File: src/rtl/trdb_pkg.sv
// Shared constants and types for the trace-debugger timestamp unit.
package trdb_pkg;

    localparam int TRDB_TIMER_WIDTH = 40;

    // Slot record at the default timer width.
    typedef struct packed {
        logic                        full;
        logic [TRDB_TIMER_WIDTH-1:0] ts;
    } trdb_slot_t;

    // Channel id width; the extra code (n) tags the wrap marker.
    function automatic int trdb_ch_width(input int n);
        return $clog2(n + 1);
    endfunction

endpackage

File: src/rtl/trdb_timestamp_unit_arb.sv
// N-input round-robin arbiter; the pick is frozen while the consumer stalls
// and the pointer moves past the winner when it is granted.
module trdb_rr_arbiter #(
    parameter int N = 2,
    localparam int IW = (N > 1) ? $clog2(N) : 1
) (
    input  logic          clk_i,
    input  logic          rst_ni,
    input  logic [N-1:0]  req,
    input  logic          hold,
    input  logic          adv,
    output logic [IW-1:0] idx,
    output logic          any,
    output logic          locked
);

    logic [IW-1:0] ptr_q, idx_q, pick;
    logic          lock_q;

    always_comb begin
        int  k;
        logic found;
        pick  = '0;
        found = 1'b0;
        for (int i = 0; i < N; i++) begin
            k = int'(ptr_q) + i;
            if (k >= N) k = k - N;
            if (!found && req[k]) begin
                found = 1'b1;
                pick  = IW'(k);
            end
        end
    end

    assign idx    = lock_q ? idx_q : pick;
    assign any    = |req;
    assign locked = lock_q;

    always_ff @(posedge clk_i or negedge rst_ni) begin
        if (!rst_ni) begin
            ptr_q  <= '0;
            idx_q  <= '0;
            lock_q <= 1'b0;
        end else if (adv) begin
            lock_q <= 1'b0;
            ptr_q  <= (int'(idx) == N - 1) ? '0 : idx + IW'(1);
        end else if (hold) begin
            lock_q <= 1'b1;
            idx_q  <= idx;
        end
    end

endmodule

File: src/rtl/trdb_timestamp_unit.sv
// Prescaled free-running timer with per-channel timestamp slots and a wrap
// marker, arbitrated onto one valid/grant packet port.
module trdb_timestamp_unit
    import trdb_pkg::*;
#(
    parameter int TIMER_WIDTH    = TRDB_TIMER_WIDTH,
    parameter int NUM_CH         = 2,
    parameter int PRESCALE_WIDTH = 8,
    parameter int CH_W           = trdb_ch_width(NUM_CH)
) (
    input  logic                      clk_i,
    input  logic                      rst_ni,
    input  logic                      enable_i,
    input  logic                      clear_i,
    input  logic [PRESCALE_WIDTH-1:0] prescale_i,
    input  logic [NUM_CH-1:0]         req_i,
    output logic [NUM_CH-1:0]         busy_o,
    output logic [NUM_CH:0]           drop_o,
    output logic                      valid_o,
    input  logic                      grant_i,
    output logic [TIMER_WIDTH-1:0]    time_o,
    output logic [CH_W-1:0]           ch_o,
    output logic [TIMER_WIDTH-1:0]    trdb_time_o
);

    localparam int IW = (NUM_CH > 1) ? $clog2(NUM_CH) : 1;

    typedef struct packed {
        logic                   full;
        logic [TIMER_WIDTH-1:0] ts;
    } slot_t;

    logic [PRESCALE_WIDTH-1:0] pre_q;
    logic [TIMER_WIDTH-1:0]    time_q;
    slot_t [NUM_CH-1:0]        slot_q;
    logic                      wrap_q, wlock_q;
    logic [NUM_CH:0]           drop_q;

    logic              tick, wrap_evt, sel_wrap, valid, accept, stall, wrap_gnt;
    logic              any_ch, arb_locked;
    logic [IW-1:0]     arb_idx;
    logic [NUM_CH-1:0] full_vec, ch_gnt;

    assign tick     = enable_i && (pre_q == prescale_i);
    assign wrap_evt = tick && (&time_q) && !clear_i;

    always_ff @(posedge clk_i or negedge rst_ni) begin
        if (!rst_ni) begin
            pre_q  <= '0;
            time_q <= '0;
        end else if (clear_i) begin
            pre_q  <= '0;
            time_q <= '0;
        end else if (enable_i) begin
            pre_q <= tick ? '0 : pre_q + PRESCALE_WIDTH'(1);
            if (tick) time_q <= time_q + TIMER_WIDTH'(1);
        end
    end

    always_comb begin
        for (int c = 0; c < NUM_CH; c++) full_vec[c] = slot_q[c].full;
    end

    trdb_rr_arbiter #(.N(NUM_CH)) u_arb (
        .clk_i  (clk_i),
        .rst_ni (rst_ni),
        .req    (full_vec),
        .hold   (stall && !sel_wrap),
        .adv    (accept && !sel_wrap),
        .idx    (arb_idx),
        .any    (any_ch),
        .locked (arb_locked)
    );

    // A channel locked in the arbiter keeps the port even if a wrap arrives.
    assign sel_wrap = wlock_q || (wrap_q && !arb_locked);
    assign valid    = wrap_q || any_ch;
    assign accept   = valid && grant_i;
    assign stall    = valid && !grant_i;
    assign wrap_gnt = accept && sel_wrap;

    always_comb begin
        for (int c = 0; c < NUM_CH; c++)
            ch_gnt[c] = accept && !sel_wrap && (arb_idx == IW'(c));
    end

    always_ff @(posedge clk_i or negedge rst_ni) begin
        if (!rst_ni) begin
            wlock_q <= 1'b0;
        end else if (accept) begin
            wlock_q <= 1'b0;
        end else if (stall) begin
            wlock_q <= sel_wrap;
        end
    end

    // A slot being granted this cycle may be refilled in the same cycle.
    always_ff @(posedge clk_i or negedge rst_ni) begin
        if (!rst_ni) begin
            slot_q <= '0;
            wrap_q <= 1'b0;
            drop_q <= '0;
        end else begin
            for (int c = 0; c < NUM_CH; c++) begin
                if (req_i[c] && (!slot_q[c].full || ch_gnt[c])) begin
                    slot_q[c].full <= 1'b1;
                    slot_q[c].ts   <= time_q;
                end else if (ch_gnt[c]) begin
                    slot_q[c].full <= 1'b0;
                end
                drop_q[c] <= req_i[c] && slot_q[c].full && !ch_gnt[c];
            end
            wrap_q         <= wrap_evt || (wrap_q && !wrap_gnt);
            drop_q[NUM_CH] <= wrap_evt && wrap_q && !wrap_gnt;
        end
    end

    always_comb begin
        time_o = '0;
        ch_o   = '0;
        if (valid && sel_wrap) begin
            ch_o = CH_W'(NUM_CH);
        end else if (valid) begin
            ch_o   = CH_W'(arb_idx);
            time_o = slot_q[arb_idx].ts;
        end
    end

    assign valid_o     = valid;
    assign busy_o      = full_vec;
    assign drop_o      = drop_q;
    assign trdb_time_o = time_q;

endmodule

File: config.mk
export PLATFORM = sky130hd
export DESIGN_NAME = trdb_timestamp_unit
export DESIGN_NICKNAME = d
export VERILOG_FILES = /design/src/rtl/trdb_pkg.sv /design/src/rtl/trdb_timestamp_unit_arb.sv /design/src/rtl/trdb_timestamp_unit.sv
export SDC_FILE = /design/constraint.sdc
export NUM_CORES = 1
export LEC_CHECK = 0
export CORE_ASPECT_RATIO = 1.75
export CORE_UTILIZATION = 45
export CTS_CLUSTER_SIZE = 10
export DETAILED_ROUTE_END_ITERATION = 10
export PLACE_DENSITY = 0.69
export SLEW_MARGIN = 15
export SYNTH_ARGS = -nofsm -noshare
export SYNTH_HDL_FRONTEND = slang
export SYNTH_SLANG_ARGS = --single-unit
File: constraint.sdc
create_clock -name clk_i -period 6.6 [get_ports clk_i]
set_input_delay 1.32 -clock clk_i [delete_from_list [all_inputs] [get_ports clk_i]]
set_output_delay 1.32 -clock clk_i [all_outputs]
set_load 0.01 [all_outputs]
## Word level (Yosys, flattened, before mapping)

Cells that the tools add are included.

- Add/subtract/negate cells: 6
- Bitwise gates (word level): 2
- Muxes and demuxes: 33
- Equality and inequality tests: 1
- $lt $le $gt $ge: 5
- Reductions and logical operators: 47

Operator list:

| cell | count |
|---|---|
| 2-to-1 mux 40 bit | 7 |
| < comparator 32 x 3 -> 1 bit (second input constant) | 2 |
| 2-to-1 mux 32 bit | 2 |
| adder 40 x 1 -> 40 bit (second input constant) | 1 |
| AND reduction 40 bit | 1 |
| >= comparator 32 x 3 -> 1 bit (second input constant) | 1 |
| subtractor 32 x 3 -> 32 bit (second input constant) | 1 |
| 2-to-1 mux 8 bit | 3 |
| logical AND 1 bit | 22 |
| 2-to-1 mux 1 bit | 20 |
| nonzero test 2 bit | 6 |
| zero test 1 bit | 10 |
| adder 8 x 1 -> 8 bit (second input constant) | 1 |
| == test 8 bit | 1 |
| logical OR 1 bit | 5 |
| AND reduction 2 bit | 2 |
| subtractor 1 x 2 -> 3 bit (second input constant) | 1 |
| adder 1 x 1 -> 2 bit (second input constant) | 1 |
| >= comparator 1 x 2 -> 1 bit (second input constant) | 1 |
| < comparator 1 x 2 -> 1 bit (second input constant) | 1 |
| 2-to-1 mux 2 bit | 1 |
| inverter 1 bit | 2 |
| OR reduction 2 bit | 1 |
| adder 1 bit (second input constant) | 1 |

- Register bits after elaboration: 138
- Input port bits: 15
- Word-level logic and storage cells: 106
- Output and inout bits: 88

## Longest topological paths before layout

Gate-level depths: netlist of run 1.

- Word-level depth: 15
- Gate-level depth with buffers: 8
- Mapped depth without buffers: 6

## Modules after synthesis

Synthesis of run 1 repeated with hierarchy kept, for this count alone.

- Cell total of the unflattened synthesis: 602
- Area total of the unflattened synthesis: 6690.2 µm²

By module, submodules not included:

| module | area an instance (µm²) | cells each | sequential area each (µm²) | times used |
|---|---|---|---|---|
| trdb_timestamp_unit | 6518.8 | 585 | 3378.2 | 1 |
| trdb_rr_arbiter | 171.4 | 17 | 75.1 | 1 |

## Worst setup path after synthesis of run 1

OpenSTA, ideal clock, no wires.

- Path type: input to register
- From: input prescale_i[0]
- To: register time_q[33] (netlist: trdb_time_o[33])
- Buffers on the path: 1
- Setup time: 0.078 ns
- Setup slack: 3.480 ns
- Data required time: 6.522 ns
- Cell stages on the path: 6
- Arrival time: 3.042 ns
- Cell sequence: xnor2_1 nand4_2 or4_4 buf_6 or4_1 a21oi_1

- Word-level cells in the longest chain between the ends: 4

Ends and longest elaborated chain:

| what | line | text |
|---|---|---|
| start, declared | trdb_timestamp_unit.sv:15 | `input logic [PRESCALE_WIDTH-1:0] prescale_i,` |
| == test 8 bit | trdb_timestamp_unit.sv:44 | `assign tick = enable_i && (pre_q == prescale_i);` |
| logical AND 1 bit | trdb_timestamp_unit.sv:44 |  |
| nonzero test 2 bit (no line) | - |  |
| AND reduction 2 bit (no line) | - |  |
| end signal, assigned | trdb_timestamp_unit.sv:56 | `if (tick) time_q <= time_q + TIMER_WIDTH'(1);` |
| end, declared | trdb_timestamp_unit.sv:34 | `logic [TIMER_WIDTH-1:0] time_q;` |

Every way passes these cells.
A chain may end at the register's enable or synchronous reset.

## Worst setup path after layout of run 1

- From: register wrap_q
- To: output time_o[12]

- Word-level cells in the longest chain between the ends: 4
- Elaborated cells on any way between the ends: 6
- Those cells by class: 2 x mux; 4 x reduce/logical

Ends and longest elaborated chain:

| what | line | text |
|---|---|---|
| start, declared | trdb_timestamp_unit.sv:36 | `logic wrap_q, wlock_q;` |
| start signal, assigned | trdb_timestamp_unit.sv:113 | `wrap_q <= wrap_evt \|\| (wrap_q && !wrap_gnt);` |
| logical AND 1 bit | trdb_timestamp_unit.sv:76 | `assign sel_wrap = wlock_q \|\| (wrap_q && !arb_locked);` |
| logical OR 1 bit | trdb_timestamp_unit.sv:76 |  |
| logical AND 1 bit | trdb_timestamp_unit.sv:121 | `if (valid && sel_wrap) begin` |
| 2-to-1 mux 40 bit (*) | trdb_timestamp_unit.sv:121 |  |
| end, declared | trdb_timestamp_unit.sv:21 | `output logic [TIMER_WIDTH-1:0] time_o,` |

Mark *: on every way between the ends. The rest lies on a longest branch, timed or not.

==> impl_metrics.py, run 1 <==
metrics = {
    "clock_network": {
        "htreeDepth": 4,
        "clock_path_buffers": 2,
        "clock_latency_ns": 0.42,
        "post_cts_resized": 0,
        "cts_setup_buffers": 0,
        "hold_buffers": 0,
        "cts_made_buffers": 17,
        "clk_pin_slew_ns": 0.06,
        "cts_sinks": 138,
        "cts_root_buf": "clkbuf_16",
        "cts_tree": "built",
    },
    "sta": {
        "relSlewSlack": 0.310,
        "worstMarginPinSlew_ns": 1.03,
        "fin_ws_ns": 2.41,
        "setup_violations": 0,
        "finalCritPeriodShare": 0.635,
        "rsz0062_at_grt": "false",
        "finalCriticalPeriod_ns": 4.19,
        "hold_violations": 0,
        "fmax_ghz": 0.239,
        "skew_ns": 0.00644,
        "maxSlewViolCount": 0,
        "fin_setup_tns_ns": 0,
        "hold_slack_ns": 0.484,
    },
    "routing": {
        "wl_per_cell_um": 17.2,
        "final_antenna_net_count": 0,
        "drc": 0,
        "drt-initial-drc-count": 284,
        "vias": 5272,
        "firstDrtPassIters": 7,
        "viasPerCell": 5.71,
        "wl_um": 15900,
    },
    "finish": {
        "synthToLayoutAreaGrowth_pct": 26.5,
        "layout.nets": 747,
        "fin_area_um2": 8390,
        "antennaDiodeCount": 0,
        "drive_gt1_frac": 0.176,
    },
    "synth": {
        "syn_nets": 659,
        "synth-edff-count": 0,
        "ys_ff_latch": 138,
        "yosys.area.top_type": "dfrtp_1",
        "synth.yosys.seq_area_share": 0.521,
        "synth_area_per_cell_um2": 10.3,
        "synth_ff_type": "dfrtp_1",
        "synth_cells": 642,
        "yosys_warnings": 0,
        "ys_types": 44,
        "synth_area_um2": 6630,
        "ys_top_cells_by_area": "dfrtp_1, mux2_2, nand2_1",
        "yosysTopAreaCellShare": 0.521,
        "ys_async_sr_fraction": 1.00,
    },
    "power_and_ir_drop": {
        "power.leakage_uw": 0.00355,
        "ir_drop_mv": 0.167,
        "fin_total_pwr_uw": 2040,
        "power_density_nw_per_um2": 243,
    },
    "place": {
        "routabilityCongestion": 0.795,
        "place_area_um2": 7770,
        "post-dp-hpwl_um": 10700,
        "io_buffers": 102,
        "dpl_worst_slack_ns": 2.60,
    },
    "die": {
        "fp.dieW_um": 93.8,
        "fp.dieH_um": 163,
        "initial_utilization": 0.461,
        "core_um2": 14400,
        "rows": 58,
        "io_pins": 103,
        "dieArea_um2": 15200,
    },
    "run_status": {
        "outcome": "completed",
    },
    "worst_hold_path": {
        "hold_class": "flip-flop to flip-flop",
        "hold_start": "u_arb.ptr_q",
    },
    "job": {
        "drv_cap": 0,
    },
    "global_routing": {
        "grt_pass1_vias": 5335,
        "grt_pass1_wl_um": 26400,
        "antenna_found_initial": 0,
        "overflow": 0,
        "grt_max_degree": 96,
        "track_usage": 0.223,
    },
    "worst_setup_path": {
        "slowest_delay_ns": 0.52,
        "critPathMaxFanout": 26,
        "cp-start-kind": "flip-flop",
        "critical_path.slowest_cell": "nand2_1",
        "worstSetupStartpoint": "wrap_q",
        "r2r_start": "busy_o[0]",
        "worstSetupPathType": "flip-flop to primary output",
        "cp-end-kind": "primary output",
        "cp_cell_sequence": "nor3_1 > inv_1 > nand2_1 > buf_4 > a21oi_1 > clkdlybuf4s50_1",
        "arrival_ns": 2.87,
        "crit_required_ns": 5.28,
    },
}
[metrics by stage]
| stage | util | std cells |
|---|---|---|
| floorplan | - | 642 |
| global placement | 0.541 | 891 |
| detailed placement | 0.541 | 891 |
| CTS | 0.583 | 923 |
| global route | 0.584 | 923 |
| finish | 0.584 | 923 |
[cells in the mapped netlist (all sizes together), types with 11 or more instances]
cell type and n:
or3 11, nand4 14, mux2 80, o21ai 14
o31ai 21, nand3 16, xnor2 13, dfrtp 138
a21oi 79, or4 24, nand2 109, clkbuf 33
inv 16, nor2 19
[layout make-up]
| cell class | instances | area [µm²] |
|---|---|---|
| multi-input combinational | 450 | 2980 |
| fill | 1261 | 5980 |
| inverter | 16 | 60.1 |
| timing repair buffer | 107 | 1060 |
| sequential | 138 | 3450 |
| clock inverter | 11 | 144 |
| tap | 180 | 225 |
| clock buffer | 21 | 470 |
[worst max-delay path, delay by kind of cell (launching register included)]
kind                   cells  cell delay [ns]
buffers and inverters      3             1.06
AOI/OAI and AO/OA          1             0.10
DFF                        1             0.42
and+or+nand+nor            2             0.86
[flip-flops by register name, summed over array words and instances, names as in the netlist]
register      flops
u_arb.locked      1
busy_o            2
u_arb.ptr_q       1
wlock_q           1
u_arb.idx_q       1
drop_o            3
wrap_q            1
pre_q             8
trdb_time_o      40
slot_q           80
[layout by cell type (no fill, tap or decap), types with 14 or more instances in the layout]
cell,n
or4_1,22
dfrtp_1,138
inv_1,16
nor2_1,19
a21oi_1,79
clkbuf_16,17
mux2_2,80
o31ai_1,20
nand2_1,107
clkdlybuf4s50_1,101
o21ai_0,14
nand3_1,15
[layer usage]
metal,vias up,wire [µm],part of all wire,global-route usage
li1,2477,-,-,-
met1,2662,6060,0.38,0.248
met2,114,9100,0.57,0.414
met3,19,487,0.031,0.0434
met4,0,255,0.016,0.0762
met5,-,0,0,0
[report_power, final]
part / internal (µW) / switching [µW] / total [µW]
logic: 59.7 / 135 / 195
registers: 855 / 6.34 / 862
clock network: 622 / 357 / 980
[path summary, 6_finish.rpt]
path	endpoint	slack [ns]	depth (start not counted)
max	time_o[12]	2.41	6
min	u_arb.ptr_q	0.48	2
max reg2reg	slot_q[53]	3.70	6
min reg2reg	u_arb.ptr_q	0.48	2
max in group asynchronous	trdb_time_o[19]	4.48	2
min in group asynchronous	slot_q[13]	0.98	1
[kinds of logic after synthesis]
logic type | synth area share
XOR/XNOR | 0.0238
buffers and inverters | 0.0342
AO/OA/AOI/OAI | 0.110
AND/OR/NAND/NOR | 0.170
flip-flops | 0.521
multiplexers | 0.137
adder cells (fa/ha/maj) | 0.00377
Note: power is estimated with default switching activity, not from simulation.
==> inputs of run 2 (changes only) <==
--- a/config.mk
+++ b/config.mk
@@ -9,7 +9,7 @@
 export CORE_UTILIZATION = 45
 export CTS_CLUSTER_SIZE = 10
 export DETAILED_ROUTE_END_ITERATION = 10
-export PLACE_DENSITY = 0.69
+export PLACE_DENSITY = 0.71
 export SLEW_MARGIN = 15
 export SYNTH_ARGS = -nofsm -noshare
 export SYNTH_HDL_FRONTEND = slang
==> constraint.sdc (replaced) <==
create_clock -name clk_i -period 3.8 [get_ports clk_i]
set_input_delay 0.76 -clock clk_i [delete_from_list [all_inputs] [get_ports clk_i]]
set_output_delay 0.76 -clock clk_i [all_outputs]
set_load 0.01 [all_outputs]
==> impl_metrics.py, run 2 (same netlist as run 1, synthesis figures left out) <==
metrics = {
    "finish": {
        "final_common_cell": "dfrtp_1",
        "synthToLayoutAreaGrowth_pct": 26.7,
        "layout.nets": 753,
        "finalNonFillerCells": 928,
        "drive_gt1_frac": 0.179,
        "fill_cells": 1211,
        "antennaDiodeCount": 0,
        "top_register": "slot_q",
        "largest_reg_flops": 80,
        "utilization": 0.585,
        "final_cell_mix": "dfrtp_1, nand2_1, clkdlybuf4s50_1",
    },
    "sta": {
        "finalCriticalPeriod_ns": 3.39,
        "finalCritPeriodShare": 0.891,
        "setup_violations": 0,
        "rsz0062_at_grt": "false",
        "maxSlewViolCount": 0,
        "hold_violations": 0,
        "skew_ns": 0.0109,
        "worstMarginPinSlew_ns": 0.790,
        "fmax_ghz": 0.295,
        "fin_ws_ns": 0.414,
        "fin_setup_tns_ns": 0,
        "relSlewSlack": 0.473,
    },
    "clock_network": {
        "cts_tree": "built",
        "cts_root_buf": "clkbuf_16",
        "cts_sinks": 138,
        "clk_pin_slew_ns": 0.06,
        "cts_made_buffers": 17,
        "clock_path_buffers": 2,
        "clock_latency_ns": 0.41,
        "htreeDepth": 4,
        "post_cts_resized": 0,
        "hold_buffers": 0,
        "cts_setup_buffers": 0,
    },
    "global_routing": {
        "overflow": 0,
        "antenna_found_initial": 0,
        "grt_pass1_vias": 5474,
        "grt_max_degree": 84,
        "grt_pass1_wl_um": 27400,
        "track_usage": 0.232,
    },
    "power_and_ir_drop": {
        "p_sw_uw": 867,
        "p_clk_frac": 0.465,
        "seqPwrFrac": 0.433,
        "swShare": 0.251,
        "ir_drop_mv": 0.297,
        "intPower_uw": 2590,
        "power.leakage_uw": 0.00357,
        "fin_total_pwr_uw": 3460,
        "power_density_nw_per_um2": 412,
        "pwr-share-comb": 0.102,
    },
    "job": {
        "drv_cap": 0,
    },
    "die": {
        "io_pins": 103,
        "rows": 58,
        "core_um2": 14400,
        "fp.dieH_um": 163,
        "fp.dieW_um": 93.8,
        "initial_utilization": 0.461,
        "dieArea_um2": 15200,
    },
    "routing": {
        "drt-initial-drc-count": 345,
        "vias": 5353,
        "drc": 0,
        "wl_um": 16500,
        "firstDrtPassIters": 5,
        "final_antenna_net_count": 0,
        "viasPerCell": 5.77,
        "wl_per_cell_um": 17.8,
    },
    "worst_setup_path": {
        "cp-end-kind": "primary output",
        "cp_cell_sequence": "nor2b_1 > o31a_1 > buf_4 > nand2_1 > a21oi_1 > clkdlybuf4s50_1",
        "slowest_delay_ns": 0.59,
        "cp-start-kind": "flip-flop",
        "worstSetupPathType": "flip-flop to primary output",
        "critPathMaxFanout": 43,
        "crit_required_ns": 3.04,
        "arrival_ns": 2.63,
        "critical_path.slowest_cell": "clkdlybuf4s50_1",
    },
    "worst_hold_path": {
        "hold_class": "primary input to async pin",
    },
    "run_status": {
        "outcome": "completed",
    },
    "place": {
        "dpl_worst_slack_ns": 0.558,
        "io_buffers": 102,
        "routabilityCongestion": 0.797,
        "dp.cells": 897,
        "post-dp-hpwl_um": 10900,
    },
}
## run 2: final cells by class
class	count	area, µm²	area share
Clock buffer	20	457	0.0544
Timing Repair Buffer	113	1120	0.133
Multi-Input combinational cell	450	2970	0.353
Clock inverter	11	123	0.0146
Tap cell	180	225	0.0268
Sequential cell	138	3450	0.411
Inverter	16	60.1	0.00715
## run 2: final timing paths
kind	from	end	slack, ns	depth (start not counted)
max	busy_o[0]	time_o[33]	0.41	6
min	rst_ni	slot_q[54]	0.38	1
max reg2reg	busy_o[0]	slot_q[61]	1.11	7
min reg2reg	u_arb.ptr_q	u_arb.ptr_q	0.50	2
max in group asynchronous	rst_ni	slot_q[34]	2.59	2
min in group clk_i	u_arb.ptr_q	u_arb.ptr_q	0.50	2
## run 2: power groups by stage
stage / sequential, µW / clock [µW] / combinational, µW
after detailed placement: 1520 / 0 / 353
after global routing: 1500 / 1690 / 385
after floorplan: 1520 / 0 / 208
final: 1500 / 1610 / 353
after CTS: 1500 / 1630 / 356
after global placement: 1520 / 0 / 346
## run 2: critical path, delay by kind of cell, from the launching register on
| kind | cells | cell delay [ns] |
|---|---|---|
| AOI/OAI and AO/OA | 2 | 0.41 |
| DFF | 1 | 0.38 |
| and+or+nand+nor | 2 | 0.39 |
| buffers and inverters | 2 | 1.02 |
## run 2: routing by layer
metal  vias to the layer above  GRT usage  wire length, µm  share of wire
met1                      2715      0.267             6260           0.38
met3                        22     0.0383              538          0.033
met2                       124      0.422             9480           0.57
li1                       2492          -                -              -
met4                         0     0.0853              255          0.015
met5                         -          0                0              0
## run 2: stage by stage
step | hold slack (ns) | cell area (µm²)
2_1_floorplan | 0.450 | 6630
3_3_place_gp | 0.465 | 7820
3_5_place_dp | 0.490 | 7820
4_1_cts | 0.437 | 8400
5_1_grt | 0.456 | 8400
6_report | 0.380 | 8400
==> inputs of run 3 (changes only) <==
--- a/config.mk
+++ b/config.mk
@@ -9,6 +9,7 @@
 export CORE_UTILIZATION = 45
 export CTS_CLUSTER_SIZE = 10
 export DETAILED_ROUTE_END_ITERATION = 10
+export GPL_TIMING_DRIVEN = 0
 export PLACE_DENSITY = 0.71
 export SLEW_MARGIN = 15
 export SYNTH_ARGS = -nofsm -noshare
==> impl_metrics.py, run 3 (same netlist as run 1, synthesis figures left out) <==
metrics = {
    "run_status": {
        "outcome": "completed",
    },
    "job": {
        "drv_cap": 0,
    },
    "routing": {
        "viasPerCell": 5.77,
        "firstDrtPassIters": 4,
        "wl_per_cell_um": 18.1,
        "final_antenna_net_count": 0,
        "drt-initial-drc-count": 295,
        "drc": 0,
        "wl_um": 17300,
        "vias": 5520,
    },
    "power_and_ir_drop": {
        "power.leakage_uw": 0.00360,
        "ir_drop_mv": 0.322,
        "power_density_nw_per_um2": 415,
    },
    "worst_setup_path": {
        "critical_path.slowest_cell": "clkdlybuf4s50_1",
        "critPathMaxFanout": 10,
        "crit_required_ns": 3.04,
        "slowest_delay_ns": 0.58,
        "cp-end-kind": "primary output",
        "path_buf_inv": 2,
        "worstSetupPathType": "flip-flop to primary output",
        "cp_cell_sequence": "nor2b_1 > o31ai_2 > clkbuf_1 > nand2_1 > a21oi_1 > clkdlybuf4s50_1",
        "arrival_ns": 2.94,
        "path_delay_family": "buffers and inverters",
        "cp-start-kind": "flip-flop",
    },
    "global_routing": {
        "overflow": 0,
        "antenna_found_initial": 0,
        "grt_pass1_vias": 5699,
        "track_usage": 0.242,
        "grt_max_degree": 82,
        "grt_pass1_wl_um": 28400,
    },
    "die": {
        "fp.dieW_um": 93.8,
        "rows": 58,
        "io_pins": 103,
        "dieArea_um2": 15200,
        "core_um2": 14400,
        "initial_utilization": 0.461,
        "fp.dieH_um": 163,
    },
    "clock_network": {
        "cts_made_buffers": 17,
        "clock_latency_ns": 0.42,
        "cts_sinks": 138,
        "clock_path_buffers": 2,
        "clk_pin_slew_ns": 0.06,
        "cts_tree": "built",
        "htreeDepth": 4,
        "cts_root_buf": "clkbuf_16",
        "cts_setup_buffers": 0,
    },
    "sta": {
        "fmax_ghz": 0.270,
        "fin_ws_ns": 0.0991,
        "hold_slack_ns": 0.299,
        "rsz0062_at_grt": "true",
        "maxSlewViolCount": 0,
        "relSlewSlack": 0.521,
        "setup_violations": 0,
        "hold_violations": 0,
        "worstMarginPinSlew_ns": 0.713,
        "finalCriticalPeriod_ns": 3.70,
        "fin_setup_tns_ns": 0,
        "finalCritPeriodShare": 0.974,
        "skew_ns": 0.00609,
    },
    "finish": {
        "largest_reg_flops": 80,
        "finalNonFillerCells": 956,
        "layout.nets": 781,
        "utilization": 0.592,
        "final_common_cell": "dfrtp_1",
        "top_register": "slot_q",
        "final_cell_mix": "dfrtp_1, nand2_1, clkdlybuf4s50_1",
        "antennaDiodeCount": 0,
        "drive_gt1_frac": 0.169,
        "synthToLayoutAreaGrowth_pct": 28.4,
    },
    "place": {
        "dpl_worst_slack_ns": 0.241,
        "dp.cells": 925,
        "post-dp-hpwl_um": 12300,
        "io_buffers": 102,
        "routabilityCongestion": 0.825,
    },
    "worst_hold_path": {
        "hold_class": "primary input to async pin",
    },
}
==> run 3: routing by layer <==
metal	global-route usage	wire, µm	vias up
met2	0.444	9710	149
li1	-	-	2552
met5	0	0	-
met4	0.113	525	0
met1	0.265	6360	2776
met3	0.0397	726	43
==> run 3: path summary, 6_finish.rpt <==
check,from,end,slack (ns),cells past startpoint
max in group asynchronous,rst_ni,slot_q[1],2.71,2
min,rst_ni,slot_q[15],0.30,1
max reg2reg,busy_o[0],slot_q[17],1.03,6
max,busy_o[0],time_o[0],0.1,6
min in group clk_i,slot_q[10],slot_q[10],0.50,1
min reg2reg,slot_q[10],slot_q[10],0.50,1
==> run 3: through the flow <==
| stage | power [µW] | instance area [µm²] |
|---|---|---|
| after floorplan | 1730 | 6630 |
| after global placement | 1880 | 7880 |
| after detailed placement | 1900 | 7910 |
| after CTS | 3550 | 8500 |
| after global routing | 3660 | 8510 |
| final | 3530 | 8510 |
==> run 3: layout make-up <==
type                    count  area, µm²
clock buffers              19        443
well taps                 180        225
inverters                  16       60.1
clock inverters            12        150
fillers                  1216       5860
plain buffers              38        169
repair buffers            103       1050
multi-input cells         450       2960
flip-flops and latches    138       3450
==> run 3: power by group <==
| group | switching [µW] | total [µW] | internal, µW |
|---|---|---|---|
| registers | 11.2 | 1500 | 1490 |
| clock network | 619 | 1660 | 1040 |
| logic | 261 | 377 | 115 |
==> run 3: timing repair <==
item                                    CTS  global route
hold buffers                              0             0
gates resized for setup                   1             4
endpoints found under the setup margin   39            13
